**config.mk**
```make
export PLATFORM = sky130hd
export DESIGN_NAME = fpmul_issue_ctrl
export DESIGN_NICKNAME = d
export VERILOG_FILES = /design/src/rtl/riscv_types_pkg.sv /design/src/rtl/rr_arbiter.sv /design/src/rtl/fpmul_issue_ctrl.sv
export SDC_FILE = /design/constraint.sdc
export NUM_CORES = 1
export LEC_CHECK = 0
export ABC_AREA = 0
export CORE_MARGIN = 2
export CORE_UTILIZATION = 25
export CTS_CLUSTER_SIZE = 8
export DETAILED_ROUTE_END_ITERATION = 12
export MAX_ROUTING_LAYER = met4
export PLACE_DENSITY = 0.65
export REMOVE_ABC_BUFFERS = 1
export SLEW_MARGIN = 10
export SYNTH_ARGS = -nofsm -noshare
export SYNTH_HDL_FRONTEND = slang
export SYNTH_SLANG_ARGS = --single-unit
```
**constraint.sdc**
```tcl
create_clock -name clk -period 2.7 [get_ports clk]
set_clock_uncertainty 0.1 [all_clocks]
set_input_delay 0.54 -clock clk [delete_from_list [all_inputs] [get_ports clk]]
set_output_delay 0.54 -clock clk [all_outputs]
set_load 0.05 [all_outputs]
```
**src/rtl/riscv_types_pkg.sv**
```systemverilog
// Types and constants shared by the FP execution units.
package riscv_types;

  localparam int FPMUL_LATENCY = 2;
  localparam int FPMUL_TAG_W   = 4;

  typedef struct packed {
    logic [31:0]            a;
    logic [31:0]            b;
    logic [2:0]             rm;
    logic [FPMUL_TAG_W-1:0] tag;
  } fpmul_req_t;

endpackage

```
**src/rtl/rr_arbiter.sv**
```systemverilog
// Round-robin arbiter with a one-hot grant. The pointer moves past the winner
// only when a grant is actually issued (adv_i=1 and some request present).
module rr_arbiter #(
  parameter  int N  = 2,
  localparam int IW = $clog2(N)
) (
  input  logic          clk,
  input  logic          rst,
  input  logic [N-1:0]  req_i,
  input  logic          adv_i,
  output logic [N-1:0]  gnt_o,
  output logic [IW-1:0] gnt_id_o
);

  logic [IW-1:0] ptr_q, ptr_d;
  logic [IW-1:0] idx_s;
  logic          found_s;
  int            sum_s;

  always_comb begin
    gnt_o    = '0;
    gnt_id_o = '0;
    ptr_d    = ptr_q;
    found_s  = 1'b0;
    idx_s    = '0;
    sum_s    = 0;
    for (int k = 0; k < N; k++) begin
      sum_s = int'(ptr_q) + k;
      if (sum_s >= N) begin
        sum_s = sum_s - N;
      end
      idx_s = IW'(sum_s);
      if (adv_i && !found_s && req_i[idx_s]) begin
        found_s       = 1'b1;
        gnt_o[idx_s]  = 1'b1;
        gnt_id_o      = idx_s;
        ptr_d         = (idx_s == IW'(N - 1)) ? '0 : idx_s + 1'b1;
      end
    end
  end

  always_ff @(posedge clk) begin
    if (rst) begin
      ptr_q <= '0;
    end else begin
      ptr_q <= ptr_d;
    end
  end

endmodule

```
**src/rtl/fpmul_issue_ctrl.sv**
```systemverilog
// Issue controller for the shared 2-stage FP multiplier: arbitrates requesters,
// shadows the multiplier pipeline with valid/tag/id, handles stall and flush.
module fpmul_issue_ctrl
  import riscv_types::*;
#(
  parameter  int NUM_REQ     = 2,
  parameter  int TAG_W       = FPMUL_TAG_W,
  parameter  int STALL_CNT_W = 16,
  localparam int ID_W        = $clog2(NUM_REQ)
) (
  input  logic                     clk,
  input  logic                     rst,
  input  logic [NUM_REQ-1:0]       req_valid_i,
  output logic [NUM_REQ-1:0]       req_ready_o,
  input  logic [NUM_REQ*32-1:0]    req_a_i,
  input  logic [NUM_REQ*32-1:0]    req_b_i,
  input  logic [NUM_REQ*3-1:0]     req_rm_i,
  input  logic [NUM_REQ*TAG_W-1:0] req_tag_i,
  output logic                     mul_en_o,
  output logic [1:0]               mul_clear_o,
  output logic [31:0]              mul_a_o,
  output logic [31:0]              mul_b_o,
  output logic [2:0]               mul_rm_o,
  input  logic                     flush_i,
  output logic                     res_valid_o,
  input  logic                     res_ready_i,
  output logic [TAG_W-1:0]         res_tag_o,
  output logic [ID_W-1:0]          res_id_o,
  output logic                     busy_o,
  output logic [STALL_CNT_W-1:0]   stall_cnt_o
);

  logic               v1_q, v1_d, v2_q, v2_d;
  logic [TAG_W-1:0]   tag1_q, tag1_d, tag2_q, tag2_d;
  logic [ID_W-1:0]    id1_q, id1_d, id2_q, id2_d;
  logic [STALL_CNT_W-1:0] stall_q, stall_d;

  logic               kill_s, adv_s, any_gnt_s;
  logic [NUM_REQ-1:0] gnt_s;
  logic [ID_W-1:0]    gnt_id_s;
  fpmul_req_t         sel_s;

  // Reset is folded in with flush so the multiplier sees a clean clear while rst is held.
  assign kill_s    = rst | flush_i;
  assign adv_s     = !kill_s && (!v2_q || res_ready_i);
  assign any_gnt_s = |gnt_s;

  rr_arbiter #(.N(NUM_REQ)) u_arb (
    .clk      (clk),
    .rst      (rst),
    .req_i    (req_valid_i),
    .adv_i    (adv_s),
    .gnt_o    (gnt_s),
    .gnt_id_o (gnt_id_s)
  );

  always_comb begin
    sel_s = '0;
    for (int i = 0; i < NUM_REQ; i++) begin
      if (gnt_s[i]) begin
        sel_s.a   = req_a_i[32*i +: 32];
        sel_s.b   = req_b_i[32*i +: 32];
        sel_s.rm  = req_rm_i[3*i +: 3];
        sel_s.tag = FPMUL_TAG_W'(req_tag_i[TAG_W*i +: TAG_W]);
      end
    end
  end

  always_comb begin
    v1_d    = v1_q;
    v2_d    = v2_q;
    tag1_d  = tag1_q;
    tag2_d  = tag2_q;
    id1_d   = id1_q;
    id2_d   = id2_q;
    stall_d = stall_q;
    if (flush_i) begin
      v1_d = 1'b0;
      v2_d = 1'b0;
    end else if (adv_s) begin
      v1_d   = any_gnt_s;
      tag1_d = TAG_W'(sel_s.tag);
      id1_d  = gnt_id_s;
      v2_d   = v1_q;
      tag2_d = tag1_q;
      id2_d  = id1_q;
    end else begin
      v1_d = v1_q;
    end
    // Saturating count of back-pressured result cycles.
    if (v2_q && !res_ready_i && !flush_i && !(&stall_q)) begin
      stall_d = stall_q + 1'b1;
    end else begin
      stall_d = stall_q;
    end
  end

  always_ff @(posedge clk) begin
    if (rst) begin
      v1_q    <= 1'b0;
      v2_q    <= 1'b0;
      tag1_q  <= '0;
      tag2_q  <= '0;
      id1_q   <= '0;
      id2_q   <= '0;
      stall_q <= '0;
    end else begin
      v1_q    <= v1_d;
      v2_q    <= v2_d;
      tag1_q  <= tag1_d;
      tag2_q  <= tag2_d;
      id1_q   <= id1_d;
      id2_q   <= id2_d;
      stall_q <= stall_d;
    end
  end

  assign req_ready_o = gnt_s;
  assign mul_en_o    = adv_s;
  assign mul_clear_o = kill_s ? 2'b11 : {adv_s && !any_gnt_s, 1'b0};
  assign mul_a_o     = sel_s.a;
  assign mul_b_o     = sel_s.b;
  assign mul_rm_o    = sel_s.rm;
  assign res_valid_o = v2_q && !kill_s;
  assign res_tag_o   = tag2_q;
  assign res_id_o    = id2_q;
  assign busy_o      = v1_q | v2_q;
  assign stall_cnt_o = stall_q;

endmodule
```
==> flow_metrics.env, run 1 <==
export IMPL_status="completed"
export IMPL_irDropWorstVdd_v=0.000169
export IMPL_nFillCells=806
export IMPL_grt_pass1_wl_mm=19.8
export IMPL_min_path_type="register to register"
export IMPL_wl_per_cell_um=21.3
export IMPL_holdPathStages=2
export IMPL_grt_usage=0.246
export IMPL_crit_type="primary input to output port"
export IMPL_p_per_area_nw_per_um2=271
export IMPL_fin_crit_sh=0.971
export IMPL_regArea_um2=582
export IMPL_fin_ws_ns=0.0786
export IMPL_synth_area_per_cell_um2=8.19
export IMPL_dr_pass1_iters=4
export IMPL_cts_tree="built"
export IMPL_fin_nets=658
export IMPL_dp_hpwl_mm=11.1
export IMPL_placed_cell_area_um2=5510
export IMPL_reg2reg_slack_ns=0.66
export IMPL_ys_seq_area_frac=0.226
export IMPL_place_worst_setup_slack_ns=-0.251
export IMPL_synth_compound_area_frac=0.352
export IMPL_hold_viol=0
export IMPL_syn_cell_area_um2=2560
export IMPL_min_period_ns=2.62
export IMPL_cp_arrival_ns=1.98
export IMPL_maxCapViolations=0
export IMPL_min_to="res_tag_o[2]"
export IMPL_clkTransAtPathRegs_ns=0.06
export IMPL_r2r_end="stall_cnt_o[11]"
export IMPL_multi_input_area_um2=1620
export IMPL_cp_max_fo=8
export IMPL_critPathRequiredTime_ns=2.06
export IMPL_cts_root_buffer="clkbuf_8"
export IMPL_yosys_area_top_type_share=0.229
export IMPL_vias=3107
export IMPL_vias_per_cell=4.82
export IMPL_cp_start_kind="primary input"
export IMPL_drv_slew=0
export IMPL_min_from="tag1_q[2]"
export IMPL_layout_drive_gt1_share=0.318
export IMPL_area_growth_pct=134
export IMPL_synth_seq_cells=29
export IMPL_cts_buffers=5
export IMPL_synth_edf_count=0
export IMPL_cts_hold_buffers=0
export IMPL_die_w_um=105
export IMPL_tightestPinTransition_ns=0.744
export IMPL_timing_rr_start="stall_cnt_o[0]"
export IMPL_grt_max_degree=40
export IMPL_die_area_um2=11100
export IMPL_final_area_um2=6010
export IMPL_ant_nets=0
export IMPL_layout_common_cells="clkdlybuf4s50_1, buf_12, a22o_1, a22o_4, dfxtp_1"
export IMPL_yosysTopAreaCell="a22o_1"
export IMPL_clock_sinks=29
export IMPL_cp_end_kind="output port"
export IMPL_syn_inst=313
export IMPL_drt_initial_drc_count=114
export IMPL_synth_ff_type="dfxtp_1"
export IMPL_fin_cells=644
export IMPL_synth_area_mux_share=0
export IMPL_dp_cells=625
export IMPL_drt_wl_total_mm=13.7
export IMPL_start_util=0.260
export IMPL_io_pins=243
export IMPL_final_common_cell="clkdlybuf4s50_1"
export IMPL_fmax_ghz=0.381
export IMPL_crit_start="rst"
export IMPL_htreeDepth=2
export IMPL_grt_overflow=0
export IMPL_drc=0
export IMPL_gp_congestion=0.890
export IMPL_clockBufferDepth=2
export IMPL_synth_async_reset_ratio=0
export IMPL_synthTopCellsByArea="a22o_1, dfxtp_1, buf_4"
export IMPL_synth_adder_area_share=0.00488
export IMPL_port_buffers=242
export IMPL_finalSetupViolations=0
export IMPL_r2r_worst_path_cells=5
export IMPL_synthSimpleGateAreaFrac=0.168
export IMPL_synth_xor_area_frac=0
export IMPL_leakage_uw=0.00235
export IMPL_core_area_um2=9860
export IMPL_slew_headroom=0.503
export IMPL_grt_pass1_vias=3320
export IMPL_synth_top_family_by_area="compound AO/OA/AOI/OAI gates"
export IMPL_antenna_found_initial=1
export IMPL_die_h_um=105
export IMPL_ys_warn_count=0
export IMPL_ys_types=38
export IMPL_clock_latency_ns=0.28
export IMPL_finalSetupTns_ns=0
export IMPL_fp_row_count=36
## sequential cells by signal, indices dropped and copies added, names as in the netlist
signal / flops
res_id_o: 1
u_arb.ptr_q: 1
id1_q: 1
stall_cnt_o: 16
tag1_q: 4
v1_q: 1
v2_q: 1
res_tag_o: 4
## worst max-delay path by stage
stage,endpoint,slack [ns],cells past startpoint
after floorplan,mul_a_o[0],-1.69,4
after global placement,mul_a_o[22],-0.23,8
after detailed placement,mul_b_o[20],-0.25,8
after CTS,mul_a_o[9],0.008,8
after global routing,mul_a_o[18],-0.0003,10
final,mul_a_o[18],0.08,10
## per-layer routing
metal	track usage	wire length (µm)	vias up
met5	-	0	-
met4	0.0448	231	0
met3	0.130	1720	17
met2	0.429	7210	123
met1	0.245	4560	1455
li1	-	-	1512
## synth_stat cells, types with 2 or more instances
cell type	number
a21oi_1	18
a221oi_1	4
a22o_1	67
a311oi_1	2
and3_1	4
buf_2	11
buf_4	72
clkbuf_1	4
dfxtp_1	29
inv_1	4
nand2_1	13
nand2b_1	7
nand3_1	4
nand4_1	7
nor2_1	11
nor3_1	5
nor3b_1	2
nor4_1	2
o21ai_0	10
o31ai_1	9
or3_1	5
or4_1	7
## critical path, cell delays in order
cell and delay (ns):
buf_2 0.13, nor2_4 0.11, inv_2 0.05, a2111oi_4 0.26
buf_4 0.18, buf_12 0.12, buf_12 0.13, buf_12 0.13
a22o_1 0.17, buf_12 0.14
## layout make-up
cell class,instances,share of cell area
diodes,1,0.000416
well taps,133,0.0277
clock buffers,6,0.0121
inverters,6,0.00375
flip-flops and latches,29,0.0968
repair buffers,277,0.588
clock inverters,2,0.00166
multi-input cells,190,0.269
## timing repair
action                     CTS  global route
setup endpoints to repair   67            42
pin swaps                    4             4
buffers inserted             6             0
cloned                       2             2
gates resized for setup     30            26
## power breakdown
group	internal, µW	leakage [µW]	total (µW)	switching (µW)
Sequential	438	0.000236	444	6.07
Combinational	472	0.00207	847	375
Clock	178	0.0000450	339	161
Total	1090	0.00235	1630	542
## stage by stage
step / util / power [µW] / hold slack (ns)
6_report: 0.610 / 1630 / 0.362
5_1_grt: 0.610 / 1700 / 0.393
4_1_cts: 0.591 / 1620 / 0.364
3_5_place_dp: 0.558 / 1240 / 0.347
3_3_place_gp: 0.558 / 1240 / 0.335
2_1_floorplan: - / 728 / 0.325
## cells by family (layout without fill, tap and decap cells)
kind of cell / count (synthesis) / count (layout)
and+or+nand+nor: 75 / 75
buffers and inverters: 94 / 291
AOI/OAI and AO/OA: 114 / 114
other: 0 / 1
adders and majority gates: 1 / 1
DFF: 29 / 29
(Power assumes the default switching activity.)
==> run 2, diff against run 1 <==
--- a/config.mk
+++ b/config.mk
@@ -5,13 +5,13 @@
 export SDC_FILE = /design/constraint.sdc
 export NUM_CORES = 1
 export LEC_CHECK = 0
-export ABC_AREA = 0
+export ABC_AREA = 1
 export CORE_MARGIN = 2
 export CORE_UTILIZATION = 25
 export CTS_CLUSTER_SIZE = 8
 export DETAILED_ROUTE_END_ITERATION = 12
 export MAX_ROUTING_LAYER = met4
-export PLACE_DENSITY = 0.65
+export PLACE_DENSITY = 0.63
 export REMOVE_ABC_BUFFERS = 1
 export SLEW_MARGIN = 10
 export SYNTH_ARGS = -nofsm -noshare
==> run 2 against run 1 <==
  * Fmax shrank 1.4%
  * Design area grew 0.75%
  * First-iteration DRC count unchanged
  * Setup slack worse by 0.037 ns
  * Clock-buffer cell count up 1
  * Core utilization shrank 4.3 points
  * Critical path type unchanged
==> flow_metrics.env, run 2 <==
export IMPL_ys_types=29
export IMPL_total_power_uw=1650
export IMPL_antenna_found_initial=1
export IMPL_cts_hold_buffers=0
export IMPL_final_area_um2=6060
export IMPL_clockBufferDepth=2
export IMPL_layout_common_cells="clkdlybuf4s50_1, buf_12, nand2_1, a22o_1"
export IMPL_grt_pass1_vias=3439
export IMPL_crit_type="primary input to output port"
export IMPL_clock_sinks=29
export IMPL_tightestPinTransition_ns=0.544
export IMPL_cts_buffers=5
export IMPL_cp_end_kind="output port"
export IMPL_reg2reg_slack_ns=0.92
export IMPL_slowest_delay_ns=0.45
export IMPL_critPathRequiredTime_ns=2.06
export IMPL_timing_rr_start="v2_q"
export IMPL_cp_arrival_ns=2.02
export IMPL_synthTopCellsByArea="a22o_1, dfxtp_1, buf_4"
export IMPL_final_common_cell="clkdlybuf4s50_1"
export IMPL_clock_latency_ns=0.28
export IMPL_die_area_um2=11700
export IMPL_grt_pass1_wl_mm=20.4
export IMPL_yosys_area_top_type_share=0.216
export IMPL_path_cells="clkdlybuf4s50_1, a21boi_2, and2_4, clkbuf_16, a22o_1, buf_12"
export IMPL_synth_edf_count=0
export IMPL_wl_per_cell_um=20.7
export IMPL_yosysTopAreaCell="a22o_1"
export IMPL_finalSetupTns_ns=0
export IMPL_r2r_end="stall_cnt_o[1]"
export IMPL_grt_overflow=0
export IMPL_maxCapViolations=0
export IMPL_min_period_ns=2.66
export IMPL_r2r_worst_path_cells=9
export IMPL_synth_async_reset_ratio=0
export IMPL_holdPathStages=2
export IMPL_synth_seq_cells=29
export IMPL_syn_cell_area_um2=2710
export IMPL_dr_pass1_iters=4
export IMPL_cp_max_fo=6
export IMPL_finalSetupViolations=0
export IMPL_cts_root_buffer="clkbuf_8"
export IMPL_area_growth_pct=123
export IMPL_fp_row_count=38
export IMPL_ys_seq_area_frac=0.214
export IMPL_syn_inst=376
export IMPL_vias_per_cell=4.73
export IMPL_regArea_um2=581
export IMPL_min_to="res_id_o"
export IMPL_nFillCells=943
export IMPL_min_path_type="register to register"
export IMPL_place_worst_setup_slack_ns=-0.143
export IMPL_placed_cell_area_um2=5610
export IMPL_grt_max_degree=27
export IMPL_die_w_um=108
export IMPL_drt_initial_drc_count=114
export IMPL_cp_start_kind="primary input"
export IMPL_ys_top_cells_by_count="buf_4, nand2_1, a22o_1"
export IMPL_fin_ws_ns=0.0421
export IMPL_drv_slew=0
export IMPL_dp_hpwl_mm=11.8
export IMPL_hold_viol=0
export IMPL_die_h_um=108
export IMPL_slew_headroom=0.636
export IMPL_p_per_area_nw_per_um2=273
export IMPL_gp_congestion=0.949
export IMPL_ant_nets=0
export IMPL_vias=3350
export IMPL_io_pins=243
export IMPL_layout_drive_gt1_share=0.249
export IMPL_cpMaxStageDelayCell="clkdlybuf4s50_1"
export IMPL_ys_warn_count=0
export IMPL_cts_tree="built"
export IMPL_leakage_uw=0.00246
export IMPL_multi_input_area_um2=1610
export IMPL_drc=0
export IMPL_min_from="id1_q"
export IMPL_fmax_ghz=0.376
export IMPL_synth_area_per_cell_um2=7.21
export IMPL_largest_reg_flops=16
export IMPL_htreeDepth=2
export IMPL_irDropWorstVdd_v=0.000133
export IMPL_start_util=0.254
export IMPL_drt_wl_total_mm=14.7
export IMPL_port_buffers=242
export IMPL_fin_nets=716
export IMPL_status="completed"
export IMPL_grt_usage=0.246
export IMPL_core_area_um2=10700
export IMPL_fin_crit_sh=0.984
export IMPL_synth_ff_type="dfxtp_1"
export IMPL_clkTransAtPathRegs_ns=0.06
-- run 2: cell types whose count changed after synthesis, sizes merged, moves of 5 or more --
cell and change:
inv +15, nand2b -7, o31ai -9, nand3 +19, xnor2 +5, or4 -7
a21oi -5, buf +5, or3 -5, nand2 +65, nor2 +19
-- run 2: layout make-up --
| type | count | area share |
|---|---|---|
| multi-input cells | 238 | 0.265 |
| clock buffers | 7 | 0.0143 |
| well taps | 140 | 0.0289 |
| diodes | 1 | 0.000413 |
| inverters | 21 | 0.0138 |
| flip-flops and latches | 29 | 0.0958 |
| repair buffers | 272 | 0.582 |
-- run 2: stage by stage --
step	hold slack [ns]	instances	util
6_report	0.345	708	0.566
5_1_grt	0.377	708	0.566
4_1_cts	0.350	699	0.545
3_5_place_dp	0.338	691	0.525
3_3_place_gp	0.337	691	0.525
2_1_floorplan	0.321	287	-
-- run 2: worst max-delay path by stage --
stage	start	end	slack [ns]
6_report	req_valid_i[0]	mul_rm_o[1]	0.04
5_1_grt	req_valid_i[0]	mul_a_o[6]	-0.003
4_1_cts	res_ready_i	mul_b_o[15]	-0.002
3_5_place_dp	rst	mul_b_o[25]	-0.14
3_3_place_gp	rst	mul_b_o[25]	-0.17
2_1_floorplan	flush_i	mul_a_o[0]	-0.12
-- run 2: critical path, delay by kind of cell --
family                 cells  cell delay (ns)
AO/OA/AOI/OAI              2             0.39
AND/OR/NAND/NOR            1             0.29
buffers and inverters      3             0.78
-- run 2: report_power, final --
part | switching [µW] | internal [µW]
clock | 160 | 202
combinational | 388 | 463
sequential | 5.19 | 437
total | 553 | 1100
-- run 2: kinds of logic after synthesis --
group                      after synthesis  share of synthesized area
AOI/OAI and AO/OA                       92                      0.266
adders and majority gates                1                    0.00461
buffers and inverters                  110                      0.272
xor gates and xnor gates                 7                     0.0226
and+or+nand+nor                        137                      0.220
DFF                                     29                      0.214
-- run 2: routing by layer --
layer,share of wire,up-vias,GRT usage
met4,0.016,0,0.0430
met5,0,-,-
met3,0.10,15,0.108
met1,0.38,1592,0.274
li1,-,1602,-
met2,0.50,141,0.412
-- run 2: what timing repair did --
| action | in CTS | in global routing |
|---|---|---|
| gates cloned | 1 | 6 |
| hold endpoints to repair | 0 | 0 |
| pin swaps | 1 | 3 |
| endpoints found under the setup margin | 68 | 56 |
| setup buffers | 0 | 2 |
| resized for setup | 18 | 13 |
==> run 3, diff against run 2 <==
--- a/config.mk
+++ b/config.mk
@@ -6,7 +6,6 @@
 export NUM_CORES = 1
 export LEC_CHECK = 0
 export ABC_AREA = 1
-export CORE_MARGIN = 2
 export CORE_UTILIZATION = 25
 export CTS_CLUSTER_SIZE = 8
 export DETAILED_ROUTE_END_ITERATION = 12
==> run 3 against run 2 <==
  * Sequential power is essentially flat
  * Clock-buffer cell count is 1 lower
  * Flip-flop and latch count unchanged
  * Critical endpoint is now mul_a_o[28]
  * Largest cell class unchanged
  * Global-route usage increased by 0.18 points
  * Critical path type unchanged
  * Combinational power grew 0.7%
  * First-iteration DRC count is 46% higher
  * Setup slack better by 0.014 ns
  * Non-clock buffer count shrank 1
  * Worst hold slack better by 0.0059 ns
  * Register-to-register slack better by 0.05 ns
  * Die area down 3.7%
  * Final cell count fell by 0.85%
==> flow_metrics.env, run 3 (same netlist as run 2, synthesis figures left out) <==
export IMPL_die_w_um=106
export IMPL_p_per_area_nw_per_um2=271
export IMPL_fmax_ghz=0.378
export IMPL_grt_max_degree=25
export IMPL_layout_common_cells="clkdlybuf4s50_1, buf_12, nand2_1, a22o_1"
export IMPL_hold_viol=0
export IMPL_drt_wl_total_mm=13.9
export IMPL_die_area_um2=11300
export IMPL_fin_crit_sh=0.979
export IMPL_cts_buffers=5
export IMPL_dp_hpwl_mm=11.5
export IMPL_place_worst_setup_slack_ns=-0.102
export IMPL_n_antenna_cell=0
export IMPL_finalSetupViolations=0
export IMPL_cp_start_kind="primary input"
export IMPL_vias_per_cell=4.69
export IMPL_fin_nets=714
export IMPL_clkTransAtPathRegs_ns=0.06
export IMPL_cts_tree="built"
export IMPL_dr_pass1_iters=4
export IMPL_gp_congestion=0.885
export IMPL_total_power_uw=1650
export IMPL_rsz0062_at_grt="no"
export IMPL_wl_per_cell_um=19.8
export IMPL_finalSetupTns_ns=0
export IMPL_min_period_ns=2.64
export IMPL_grt_pass1_wl_mm=19.8
export IMPL_grt_overflow=0
export IMPL_critPathRequiredTime_ns=2.06
export IMPL_port_buffers=242
export IMPL_grt_usage=0.247
export IMPL_clock_sinks=29
export IMPL_htreeDepth=2
export IMPL_status="completed"
export IMPL_utilization=0.583
export IMPL_fp_row_count=37
export IMPL_clock_latency_ns=0.28
export IMPL_layout_drive_gt1_share=0.254
export IMPL_leakage_uw=0.00248
export IMPL_drc=0
export IMPL_final_common_cell="clkdlybuf4s50_1"
export IMPL_clockBufferDepth=2
export IMPL_crit_start="req_valid_i[1]"
export IMPL_holdWs_ns=0.351
export IMPL_min_from="tag1_q[3]"
export IMPL_cp_end_kind="output port"
export IMPL_cp_arrival_ns=2.00
export IMPL_area_growth_pct=124
export IMPL_cts_root_buffer="clkbuf_8"
export IMPL_largest_reg_flops=16
export IMPL_grt_pass1_vias=3450
export IMPL_drt_initial_drc_count=166
export IMPL_crit_type="primary input to output port"
export IMPL_vias=3291
export IMPL_core_area_um2=10400
export IMPL_timing_rr_start="stall_cnt_o[1]"
export IMPL_fin_ws_ns=0.0566
export IMPL_slew_headroom=0.634
export IMPL_ant_nets=0
export IMPL_drv_slew=0
export IMPL_tightestPinTransition_ns=0.547
export IMPL_irDropWorstVdd_v=0.000159
export IMPL_start_util=0.260
export IMPL_cp_max_fo=17
export IMPL_die_h_um=106
export IMPL_min_path_type="register to register"
export IMPL_io_pins=243
export IMPL_maxCapViolations=0
export IMPL_antenna_found_initial=0
-- run 3: power breakdown --
group / switching [µW] / internal, µW / leakage [µW]
Sequential: 5.46 / 437 / 0.000235
Combinational: 387 / 471 / 0.00220
Clock: 167 / 178 / 0.0000450
Total: 559 / 1090 / 0.00248
-- run 3: final timing paths --
check | endpoint | slack (ns) | cells after the start
max | mul_a_o[28] | 0.06 | 8
min | res_tag_o[3] | 0.35 | 2
max reg2reg | stall_cnt_o[0] | 0.97 | 10
min reg2reg | res_tag_o[3] | 0.35 | 2
-- run 3: per-layer routing --
metal	global-route usage	vias to the layer above	part of all wire
li1	-	1596	-
met5	-	-	0
met4	0.0516	0	0.018
met2	0.417	139	0.50
met3	0.141	16	0.13
met1	0.250	1540	0.35
-- run 3: cell type report --
class | count | area, µm²
clock buffer | 6 | 72.6
clock inverter | 2 | 10.0
fill | 891 | 4340
inverter | 21 | 83.8
multi-input combinational | 237 | 1630
sequential | 29 | 581
tap | 136 | 170
timing repair buffer | 271 | 3520
-- run 3: per-stage QoR --
step / std cells / area, µm²
detailed placement: 688 / 5620
global placement: 688 / 5620
floorplan: 287 / 2060
global route: 702 / 6070
finish: 702 / 6070
CTS: 699 / 5920
-- run 3: worst max-delay path, stage by stage --
cell,delay [ns]
clkdlybuf4s50_1,0.48
nand2_1,0.05
inv_1,0.17
nor2_8,0.05
buf_12,0.15
buf_12,0.15
a22o_4,0.25
buf_12,0.15
-- run 3: repair_timing --
item | 4_1_cts | 5_1_grt
hold buffers | 0 | 0
resized for setup | 24 | 14
pin swaps | 2 | 5
gates cloned | 1 | 2
setup buffers | 2 | 1
endpoints found under the setup margin | 62 | 56
